===== src/rtl/gray_ind_m2p_if.sv =====
// Signal bundle between the gray/bin indication source, gray_ind_m2p and the downstream pipe.
// Handshake: a method transfers on a cycle where its __ENA and __RDY are both high at the rising edge of CLK.
interface gray_ind_m2p_if #(
  parameter int width = 4
);
  logic             ind_gray__ENA;
  logic [width-1:0] ind_gray_v;
  logic             ind_gray__RDY;
  logic             ind_bin__ENA;
  logic [width-1:0] ind_bin_v;
  logic             ind_bin__RDY;
  logic             pipe_enq__ENA;
  logic [143:0]     pipe_enq_v;
  logic             pipe_enq__RDY;

  modport master (
    output ind_gray__ENA, ind_gray_v, ind_bin__ENA, ind_bin_v, pipe_enq__RDY,
    input  ind_gray__RDY, ind_bin__RDY, pipe_enq__ENA, pipe_enq_v
  );

  modport slave (
    input  ind_gray__ENA, ind_gray_v, ind_bin__ENA, ind_bin_v, pipe_enq__RDY,
    output ind_gray__RDY, ind_bin__RDY, pipe_enq__ENA, pipe_enq_v
  );
endinterface


===== src/rtl/gray_ind_m2p.sv =====
// Turns gray/bin indication method calls into 144-bit pipe messages ({seq, 7'b0, id}, zero-extended value)
// held in a DEPTH-entry FIFO; both methods may fire together, gray taking the lower sequence number.
module gray_ind_m2p #(
  parameter int width = 4,
  parameter int DEPTH = 4
) (
  input logic          CLK,
  input logic          RST,
  gray_ind_m2p_if.slave bus
);
  localparam int AW = $clog2(DEPTH);
  localparam int CW = AW + 1;

  logic [143:0]  mem [DEPTH];
  logic [AW-1:0] wr_ptr;
  logic [AW-1:0] rd_ptr;
  logic [AW-1:0] bin_slot;
  logic [CW-1:0] count;
  logic [7:0]    seq;
  logic [7:0]    bin_seq;
  logic          gray_rdy;
  logic          bin_rdy;
  logic          gray_fire;
  logic          bin_fire;
  logic          deq;
  logic [143:0]  gray_msg;
  logic [143:0]  bin_msg;

  // Readiness looks only at the registered count, so a dequeue this cycle frees no slot until next cycle.
  always_comb begin
    gray_rdy  = (count <= CW'(DEPTH - 1));
    bin_rdy   = (count <= CW'(DEPTH - 2));
    gray_fire = bus.ind_gray__ENA && gray_rdy;
    bin_fire  = bus.ind_bin__ENA && bin_rdy;
    deq       = (count != '0) && bus.pipe_enq__RDY;
    bin_slot  = wr_ptr + AW'(gray_fire);
    bin_seq   = seq + 8'(gray_fire);
    gray_msg  = {seq, 7'b0, 1'b0, {(128 - width){1'b0}}, bus.ind_gray_v};
    bin_msg   = {bin_seq, 7'b0, 1'b1, {(128 - width){1'b0}}, bus.ind_bin_v};
  end

  assign bus.ind_gray__RDY = gray_rdy;
  assign bus.ind_bin__RDY  = bin_rdy;
  assign bus.pipe_enq__ENA = deq;
  assign bus.pipe_enq_v    = (count != '0) ? mem[rd_ptr] : '0;

  // Storage carries no reset; an empty FIFO never exposes stale entries.
  always_ff @(posedge CLK) begin
    if (!RST) begin
      if (gray_fire) mem[wr_ptr] <= gray_msg;
      if (bin_fire)  mem[bin_slot] <= bin_msg;
    end
  end

  always_ff @(posedge CLK) begin
    if (RST) begin
      wr_ptr <= '0;
      rd_ptr <= '0;
      count  <= '0;
      seq    <= '0;
    end else begin
      wr_ptr <= wr_ptr + AW'(gray_fire) + AW'(bin_fire);
      rd_ptr <= rd_ptr + AW'(deq);
      count  <= count + CW'(gray_fire) + CW'(bin_fire) - CW'(deq);
      seq    <= seq + 8'(gray_fire) + 8'(bin_fire);
    end
  end
endmodule


===== src/flat_wrapper.sv =====
// flat-port wrapper written by rule: the top's interface ports become plain ports
module gray_ind_m2p_flat 
#(
  parameter int width = 4,
  parameter int DEPTH = 4
)
  (CLK, RST, bus_ind_gray__ENA, bus_ind_gray_v, bus_ind_bin__ENA, bus_ind_bin_v, bus_pipe_enq__RDY, bus_ind_gray__RDY, bus_ind_bin__RDY, bus_pipe_enq__ENA, bus_pipe_enq_v);
  gray_ind_m2p_if #(.width(width)) bus_i ();
  input logic CLK;
  input logic RST;
  input wire logic [$bits(bus_i.ind_gray__ENA)-1:0] bus_ind_gray__ENA;
  input wire logic [$bits(bus_i.ind_gray_v)-1:0] bus_ind_gray_v;
  input wire logic [$bits(bus_i.ind_bin__ENA)-1:0] bus_ind_bin__ENA;
  input wire logic [$bits(bus_i.ind_bin_v)-1:0] bus_ind_bin_v;
  input wire logic [$bits(bus_i.pipe_enq__RDY)-1:0] bus_pipe_enq__RDY;
  output wire logic [$bits(bus_i.ind_gray__RDY)-1:0] bus_ind_gray__RDY;
  output wire logic [$bits(bus_i.ind_bin__RDY)-1:0] bus_ind_bin__RDY;
  output wire logic [$bits(bus_i.pipe_enq__ENA)-1:0] bus_pipe_enq__ENA;
  output wire logic [$bits(bus_i.pipe_enq_v)-1:0] bus_pipe_enq_v;
  assign bus_i.ind_gray__ENA = bus_ind_gray__ENA;
  assign bus_i.ind_gray_v = bus_ind_gray_v;
  assign bus_i.ind_bin__ENA = bus_ind_bin__ENA;
  assign bus_i.ind_bin_v = bus_ind_bin_v;
  assign bus_i.pipe_enq__RDY = bus_pipe_enq__RDY;
  assign bus_ind_gray__RDY = bus_i.ind_gray__RDY;
  assign bus_ind_bin__RDY = bus_i.ind_bin__RDY;
  assign bus_pipe_enq__ENA = bus_i.pipe_enq__ENA;
  assign bus_pipe_enq_v = bus_i.pipe_enq_v;
  gray_ind_m2p #(.width(width), .DEPTH(DEPTH)) u_core (.CLK(CLK), .RST(RST), .bus(bus_i));
endmodule

===== config.mk =====
export PLATFORM = sky130hd
export DESIGN_NAME = gray_ind_m2p_flat
export DESIGN_NICKNAME = d
export VERILOG_FILES = /design/src/rtl/gray_ind_m2p_if.sv /design/src/rtl/gray_ind_m2p.sv /design/src/flat_wrapper.sv
export SDC_FILE = /design/constraint.sdc
export NUM_CORES = 1
export LEC_CHECK = 0
export ABC_AREA = 0
export CORE_UTILIZATION = 60
export CTS_CLUSTER_SIZE = 20
export DETAILED_ROUTE_END_ITERATION = 16
export DONT_BUFFER_PORTS = 1
export HOLD_SLACK_MARGIN = 0.15
export PLACE_DENSITY = 0.86
export SLEW_MARGIN = 15
export SYNTH_ARGS = -nofsm -noshare
export SYNTH_HDL_FRONTEND = slang
export SYNTH_SLANG_ARGS = --single-unit

===== constraint.sdc =====
create_clock -name CLK -period 3.67 [get_ports CLK]
set_clock_uncertainty 0.05 [all_clocks]
set_input_delay 1.101 -clock CLK [delete_from_list [all_inputs] [get_ports CLK]]
set_output_delay 1.101 -clock CLK [all_outputs]
set_load 0.02 [all_outputs]

==> metrics.txt <==
Yosys cell types=41; total of max-cap violations=0; cells traversed along the worst timing path=inv_1 -> ha_1 -> and3b_1 -> nor2_1 -> nand2_1 -> inv_1 -> ha_1 -> nor2b_1 -> o211ai_1 -> nor2_1 -> nor2_1 -> a221o_1; hold path endpoint=u_core.mem[1][4]; placed wire-length estimate=~5800 µm; library cell contributing the largest single delay on the critical path=sky130_fd_sc_hd__nor2_1; synthesis warning total=0; cts-stage hold buffer count=0; height of the die=a little under 90 µm; result of the run=finished, final reports clean; worst max-slew margin expressed relative to the limit=31.99%; post-route clock period utilization=roughly nine tenths; final max-slew violation count=0; number of instances in the synthesized netlist=404; Critical Path Source=u_core.count[2]; Top Family by Delay on Critical Path=simple AND/OR/NAND/NOR gates; share of async-settable or async-resettable flops after synthesis=0%; effective utilization at floorplan=62.14%; worst hold path class=register to register; multi-input combinational cell area=2087 µm²; total power density per cell area=662.7 nW/µm²; number of global-route vias before repair=2432; Die Wd=88.67 µm; net count of the finished layout=430; number of placed I/O pins=160; reg2reg path depth=12; Placeable Area=7253 µm²; Bufs on Longest Clock Path=2; Final Core Density=between 50% and 60%; mean instance size in the synthesized netlist=about 11 µm²; count of buffers added by post-CTS timing repair for setup=0; most used flip-flop cell after synthesis=sky130_fd_sc_hd__edfxtp_1; Synth top cells by count=sky130_fd_sc_hd__buf_4, sky130_fd_sc_hd__edfxtp_1, sky130_fd_sc_hd__a22o_1, sky130_fd_sc_hd__nor2_1, sky130_fd_sc_hd__nor2b_1; total of buffers placed on input and output ports=0; accumulated negative setup slack=0 ns; final count of negative-setup-slack endpoints=0; filler cell count in the final layout=560; global routing usage summed across all routing layers=~22%; weighted congestion reported at the end of routability-driven placement=0.8672; worst endpoint required time=around 3.8 ns; proportion of synthesized chip area in sequential cells=between 40 and 50%; TritonCTS clock tree=done; fraction of post-synthesis cell area in the top cell type by area=31.98%; destination of the worst register-to-register timing path=u_core.mem[3][7]; area growth from synthesis to final layout=-4.109%; overall overflow remaining after global route=0; Crit path arrival time=3.44 ns; mapped cell area=4507 µm²; maximum level of the CTS H-tree=3; Power Total=~2900 µW; largest net degree at the start of global routing=21; number of enable-type register cells in the synthesized netlist=48; clk sinks=67; iteration-0 DRC count of the detailed router=154; Tightest Pin Transition=1.016 ns; Worst Path Max Fanout=12; Worst path most repeated cell=sky130_fd_sc_hd__nor2_1; r2r setup slk=between 0.4 and 0.5 ns; Residual DRC=0; CTS clk-pin slew, worst paths=0.08 ns; fin crit period=3.269 ns; max incr delay on CP=0.79 ns; post-cts repair resize count=0; via count normalized by instance count=slightly above 5; sequential standard cell area=1822 µm²; library cell with the largest summed area after synthesis=sky130_fd_sc_hd__edfxtp_1; die area=around 7900 µm²; critical path depth in cells=12; remaining antenna violation count=0; source of the worst register-to-register timing path=u_core.count[2]; launch point of the worst hold path=u_core.mem[1][4]; detailed-route wire length=8076 µm; clk_lat worst skew=0.35 ns; global-route wire length before repair=12240 µm; top cells by area in the synthesized netlist=sky130_fd_sc_hd__edfxtp_1, sky130_fd_sc_hd__buf_4, sky130_fd_sc_hd__dfxtp_1, sky130_fd_sc_hd__mux4_2, sky130_fd_sc_hd__a22o_1; total via count after detailed routing=2636; total iterations of the first detailed-routing run=5; element type at the critical path end=register; RSZ-0062 raised after global routing=no; antenna violations before repair=0; Peak Freq=305.9 MHz; critical path startpoint category=register; flip-flop and latch count after synthesis=between 60 and 70; count leader, synth=sky130_fd_sc_hd__buf_4; wire per inst=15.87 µm; hold violation count in the final report=0; Clock Tree Root=sky130_fd_sc_hd__clkbuf_8; share of cells above drive strength 1=10.98%; leakage component of the power=around 0.0018 µW; buffers and inverters on the worst path=2; cell depth of the worst hold path=2; cts bufs inserted=9; number of diodes=0; category of the critical setup timing path=register to register; number of placement rows=31; worst vdd rail ir drop=about 0.36 mV
## worst max-delay path by stage
stage                       endpoint  slack (ns)
finish              u_core.mem[3][7]        0.40
global route        u_core.mem[1][3]        0.16
CTS                 u_core.mem[1][3]        0.45
detailed placement  u_core.mem[1][3]        0.43
global placement    u_core.mem[3][7]        0.52
floorplan              u_core.seq[7]        0.63
## layout by cell type (no fill, tap or decap), drive strengths merged, types with 10 or more instances in the layout
cell type / n
dfxtp: 19
ha: 10
a22o: 24
edfxtp: 48
mux4: 13
conb: 131
nor2b: 22
o2bb2ai: 20
nand2: 15
nand3: 10
nor2: 25
## final cells by class
cell class / instances / share of cell area, %
clock buffers: 9 / 2.866
clock inverters: 7 / 2.345
inverters: 7 / 0.6080
multi-input cells: 315 / 48.29
flip-flops and latches: 67 / 42.15
well taps: 99 / 2.866
repair buffers: 5 / 0.8686
## power by group
group / switching (µW) / internal [µW]
Sequential: 109 / 992
Clock: 304 / 387
Combinational: 702 / 371
## registers in the layout, indices dropped and copies added, names as in the netlist
register       cells
u_core.count       3
u_core.mem        52
u_core.rd_ptr      2
u_core.seq         8
u_core.wr_ptr      2
## metrics by stage
step	setup WS [ns]	cell area, µm²	hold slack [ns]	std cells
2_1_floorplan	0.6282	4995	0.3685	534
3_3_place_gp	0.5249	4096	0.3794	493
3_5_place_dp	0.4286	4096	0.3934	493
4_1_cts	0.4522	4322	0.4039	509
5_1_grt	0.1608	4322	0.4159	509
6_report	0.4013	4322	0.4101	509
## kinds of logic after synthesis
logic type	share of synthesized area, %
fa+ha+maj	3.665
xor+xnor	2.915
simple gates	11.83
mux	6.746
other cells	0.08321
flops	40.42
buf+inv	24.21
compound gates	10.13
## worst register-to-register path, stage by stage (launching register included)
cell and delay (ns):
sky130_fd_sc_hd__dfxtp_1 0.47, sky130_fd_sc_hd__inv_1 0.10, sky130_fd_sc_hd__ha_1 0.18, sky130_fd_sc_hd__and3b_1 0.21, sky130_fd_sc_hd__nor2_1 0.14, sky130_fd_sc_hd__nand2_1 0.09, sky130_fd_sc_hd__inv_1 0.08, sky130_fd_sc_hd__ha_1 0.30
sky130_fd_sc_hd__nor2b_1 0.20, sky130_fd_sc_hd__o211ai_1 0.16, sky130_fd_sc_hd__nor2_1 0.10, sky130_fd_sc_hd__nor2_1 0.79, sky130_fd_sc_hd__a221o_1 0.27
## metal layers
metal,part of all wire (%),track usage [%]
met1,37,25.08
met2,52,36.43
met3,8.6,7.183
met4,2.2,10.26
met5,0,0
(Power assumes the default switching activity.)
==> RTL edit 1: new RTL, same settings <==
Make the reset (`RST`) asynchronous in one clocked block.
--- a/src/rtl/gray_ind_m2p.sv
+++ b/src/rtl/gray_ind_m2p.sv
@@ -52,7 +52,7 @@
     end
   end
 
-  always_ff @(posedge CLK) begin
+  always_ff @(posedge CLK or posedge RST) begin
     if (RST) begin
       wr_ptr <= '0;
       rd_ptr <= '0;
Check against the original RTL: differs if RST is asserted again (counterexample within 4 cycles, from zero or initial values and one cycle with RST high); with RST held inactive, the same outputs for 4 cycles.
==> RTL edit 1 against the original RTL <==
Via count up 6.3%; global-route usage up 1.6 points; critical endpoint is now u_core.mem[0][8]$_DFFE_PP_; wire length up 6.0%; worst setup slack better by 17 ps; final area up 3.0%; synthesized area up 2.0%; power up 17%; sequential cell count unchanged.
==> RTL edit 1: results (changes against the original RTL) <==
critical_path:
  cp.arrival_ps: 3170  # -270 ps
  critPathMaxFanout: 12  # unchanged
  max_stage_delay_ps: 610  # -180 ps
  crit_slowest_cell: "or4_1"
  rrSetupSlack_ps: 420  # +20 ps
clocking:
  htree_levels: 3  # unchanged
  cts_root_buffer: "clkbuf_8"
  clk_latency_ps: 340
  clkSlewWorstSetupHoldPaths_ps: 70
  numCtsBuffers: 9  # unchanged
  cts_setup_buffers: 0  # unchanged
  ctsResizeCount: 0  # unchanged
  cts_max_path_buffers: 2  # unchanged
synth:
  synth-edff-count: 48  # unchanged
  synth_commonest_cells: "131 x buf_4, 48 x edfxtp_1, 31 x nand2_1, 25 x a22o_1, 16 x nor2b_1"
  yosys_warnings: 0  # unchanged
  synth-async-reset-ratio_pct: 22.4  # +22 points
  ys_seq_area_share_pct: 41.3  # +0.84 points
  synth_top_area_share_pct: 31.4  # -0.63 points
  synth_area_leaders: "edfxtp_1 31%, buf_4 21%, dfrtp_1 8.2%"
  yosysUniqueCellTypes: 47  # +15%
pwr:
  peakVddDrop_uv: 529  # +45%
  leakage_nw: 1.92  # +8.8%
sta:
  worstMarginPinSlew_ps: 757  # -259 ps
grt:
  grt_start_max_net_pins: 16  # -24%
  antenna_found_initial: 0  # unchanged
  grt_pass1_vias: 2576  # +5.9%
  grt_pass1_wl_um: 13400  # +9.6%
  grt_usage_pct: 23.3  # +1.6 points
final_layout:
  diodes: 0  # unchanged
  reg_top3: "u_core.mem: 52 flops, u_core.seq: 8 flops, u_core.count: 3 flops"
  final_nets: 453  # +5.3%
  drive_gt1_share_pct: 10.6  # -0.33 points
routing:
  ant_nets: 0  # unchanged
  firstDrtPassIters: 5  # unchanged
  wl_per_cell_um: 16.1  # +1.6%
  via_count: 2803  # +6.3%
  drt_iter0_markers: 297  # +93%
hold_path:
  worstHoldPathType: "register to register"
placed_design:
  dp_hpwl_um: 5990  # +4.0%
  io_buffers: 0  # unchanged
  globalplace.congestion: 0.997  # +15%
  dpl_cell_area_um2: 4210  # +2.8%
status:
  status: "finished, final reports clean"
==> RTL edit 1: kinds of logic (layout without fill, tap and decap cells) <==
logic type	Yosys count	after routing	synth area share (%)
adder cells (fa/ha/maj)	12	12	3.59
other	1	131	0.0816
AND/OR/NAND/NOR	90	90	10.2
buffers and inverters	159	33	23.9
flip-flops	67	67	41.3
XOR/XNOR	17	17	3.24
AO/OA/AOI/OAI	69	69	11.4
multiplexers	13	13	6.37
==> RTL edit 1: metrics by stage <==
stage / std cells / total power [mW] / hold WS [ps] / setup slack, ps
final: 531 / 3.35 / 406 / 419
after CTS: 531 / 3.35 / 400 / 451
after detailed placement: 516 / 2.61 / 389 / 448
after global placement: 516 / 2.56 / 383 / 552
after floorplan: 558 / 2.43 / 368 / 691
after global routing: 531 / 3.55 / 425 / 221
==> RTL edit 1: worst max-delay path, delay by kind of cell (launching register included) <==
family	cells	cell delay [ps]
xor+xnor	1	190
fa+ha+maj	2	450
buf+inv	2	170
flops	1	460
simple gates	5	1560
==> RTL edit 1: report_power, final <==
part / switching [mW] / internal (mW)
Sequential: 0.223 / 1.02
Clock: 0.288 / 0.450
Combinational: 0.866 / 0.497
Total: 1.38 / 1.97
==> RTL edit 1: layout make-up <==
class | count | area, um2
fillers | 572 | 2880
flip-flops and latches | 67 | 1900
well taps | 99 | 124
repair buffers | 7 | 52.6
clock inverters | 6 | 115
inverters | 11 | 41.3
multi-input cells | 332 | 2100
clock buffers | 9 | 124
==> RTL edit 1: final timing paths <==
kind | startpoint | to | cells after the start
setup / recovery | u_core.count[2]$_DFF_PP0_ | u_core.mem[0][8]$_DFFE_PP_ | 10
hold / removal | u_core.mem[0][4]$_SDFFE_PP1N_ | u_core.mem[0][4]$_SDFFE_PP1N_ | 2
setup reg to reg | u_core.count[2]$_DFF_PP0_ | u_core.mem[0][8]$_DFFE_PP_ | 10
hold reg to reg | u_core.mem[0][4]$_SDFFE_PP1N_ | u_core.mem[0][4]$_SDFFE_PP1N_ | 2
max in group asynchronous | RST | u_core.rd_ptr[1]$_DFF_PP0_ | 2
min in group asynchronous | RST | u_core.seq[5]$_DFF_PP0_ | 2
==> RTL edit 1: per-layer routing <==
layer,GRT usage [%],vias up,routed length (um)
met5,0,-,0
met4,9.96,0,200
met3,7.02,24,826
met2,37.5,227,4300
met1,29.4,1312,3240
li1,-,1240,-
==> RTL edit 2: new RTL, config.mk and constraints unchanged <==
Without the edit above. `width` is set to 4 in 3 places; all go to 6.
--- a/src/rtl/gray_ind_m2p_if.sv
+++ b/src/rtl/gray_ind_m2p_if.sv
@@ -1,7 +1,7 @@
 // Signal bundle between the gray/bin indication source, gray_ind_m2p and the downstream pipe.
 // Handshake: a method transfers on a cycle where its __ENA and __RDY are both high at the rising edge of CLK.
 interface gray_ind_m2p_if #(
-  parameter int width = 4
+  parameter int width = 6
 );
   logic             ind_gray__ENA;
   logic [width-1:0] ind_gray_v;
--- a/src/rtl/gray_ind_m2p.sv
+++ b/src/rtl/gray_ind_m2p.sv
@@ -1,7 +1,7 @@
 // Turns gray/bin indication method calls into 144-bit pipe messages ({seq, 7'b0, id}, zero-extended value)
 // held in a DEPTH-entry FIFO; both methods may fire together, gray taking the lower sequence number.
 module gray_ind_m2p #(
-  parameter int width = 4,
+  parameter int width = 6,
   parameter int DEPTH = 4
 ) (
   input logic          CLK,
--- a/src/flat_wrapper.sv
+++ b/src/flat_wrapper.sv
@@ -1,7 +1,7 @@
 // flat-port wrapper written by rule: the top's interface ports become plain ports
 module gray_ind_m2p_flat 
 #(
-  parameter int width = 4,
+  parameter int width = 6,
   parameter int DEPTH = 4
 )
   (CLK, RST, bus_ind_gray__ENA, bus_ind_gray_v, bus_ind_bin__ENA, bus_ind_bin_v, bus_pipe_enq__RDY, bus_ind_gray__RDY, bus_ind_bin__RDY, bus_pipe_enq__ENA, bus_pipe_enq_v);
Ports: changed (resized bus_ind_bin_v and bus_ind_gray_v); port bits go from 160 to 164. No check against the original RTL was run, so the function may have changed too.
==> RTL edit 2 against the original RTL <==
Final area rose by 9.5%; via count is 9.4% higher; count of clock-buffer cells in the layout up 1; power increased by 11%; clock power is 11% higher; hold slack lost 11 ps; sequential cell count rose by 8; synthesized area increased by 7.6%; wire length is 16% higher; synthesized cell count up 4.7%; worst setup slack lost 140 ps; fmax shrank 4.1%.
==> RTL edit 2: results (changes against the original RTL) <==
synth:
  yosys.area_share.adder_pct: 3.41  # -0.26 points
  synth_xor_area_share_pct: 2.71  # -0.20 points
  synth_area_leaders: "edfxtp_1 35%, buf_4 20%, dfxtp_1 7.8%"
  yosysUniqueCellTypes: 40  # -2.4%
  synth-edff-count: 56  # +17%
  synth_compound_area_share_pct: 11.0  # +0.86 points
  synthMuxAreaShare_pct: 7.20  # +0.46 points
  synth_commonest_cells: "129 x buf_4, 56 x edfxtp_1, 32 x a22o_1, 24 x nor2b_1, 23 x nor2_1"
  ys_seq_area_share_pct: 42.5  # +2.1 points
grt:
  grt_use_met1_pct: 26.7  # +1.6 points
  grt_pass1_vias: 2741  # +13%
  grt_usage_pct: 23.2  # +1.5 points
  grt_pass1_wl_um: 14500  # +19%
  met3_usage_pct: 5.31  # -1.9 points
final_layout:
  drive_gt1_share_pct: 12.5  # +1.5 points
  final_nets: 456  # +6.0%
  layout.nonclk_buf_share_pct: 1.59  # +0.72 points
  clock_buffers: 10  # +1
  fill_cells: 612  # +9.3%
  nNonClkBuffers: 10  # +5
  seq_cell_count: 75  # +12%
  clk_share_pct: 5.08  # -0.13 points
  reg_top3: "u_core.mem: 60 flops, u_core.seq: 8 flops, u_core.count: 3 flops"
routing:
  drt_iter0_markers: 271  # +76%
  wl_per_cell_um: 17.5  # +10%
  m1WireLength_um: 3370  # +12%
  drt-vias-per-instance: 5.40  # +4.2%
  wl_met3_um: 750  # +7.9%
  wl_met2_um: 4940  # +18%
hold_path:
  min_to: "u_core.mem[0][6]$_SDFFE_PP1N_"
  worstHoldPathType: "register to register"
critical_path:
  rrSetupSlack_ps: 260  # -140 ps
  critPathMaxFanout: 7  # -5
  worstSetupEndpointType: "register"
placed_design:
  dp_hpwl_um: 6320  # +9.8%
  globalplace.congestion: 0.895  # +3.2%
pwr:
  leakage_nw: 1.89  # +7.2%
  internal-power_mw: 1.99  # +14%
sta:
  worstMarginPinSlew_ps: 1090  # +70.3 ps
status:
  status: "finished, final reports clean"
clocking:
  htree_levels: 3  # unchanged
-- RTL edit 2: stage by stage --
step	std cells	cell area, um2	worst slack (ps)	hold WS (ps)	util [%]
2_1_floorplan	551	5330	571	368	-
3_3_place_gp	518	4490	379	379	57.8
3_5_place_dp	518	4490	281	387	57.8
4_1_cts	534	4730	274	397	60.9
5_1_grt	534	4730	17.1	414	60.9
6_report	534	4730	260	399	60.9
-- RTL edit 2: worst max-delay path, stage by stage, from the launching register on --
cell and delay, ps:
dfxtp_1 490, inv_1 100, ha_1 190, and3b_4 200
nor2_1 120, nand2_1 90, inv_1 80, ha_1 250
ha_1 330, nand3_1 140, xor2_1 540, nor3_1 170
nor3b_2 200, mux2_1 320
-- RTL edit 2: power groups by stage --
stage / combinational, mW / sequential, mW / clock (mW)
after floorplan: 1.08 / 1.19 / 0
after global placement: 1.15 / 1.23 / 0
after detailed placement: 1.19 / 1.24 / 0
after CTS: 1.19 / 1.22 / 0.768
after global routing: 1.28 / 1.25 / 0.799
final: 1.18 / 1.23 / 0.769
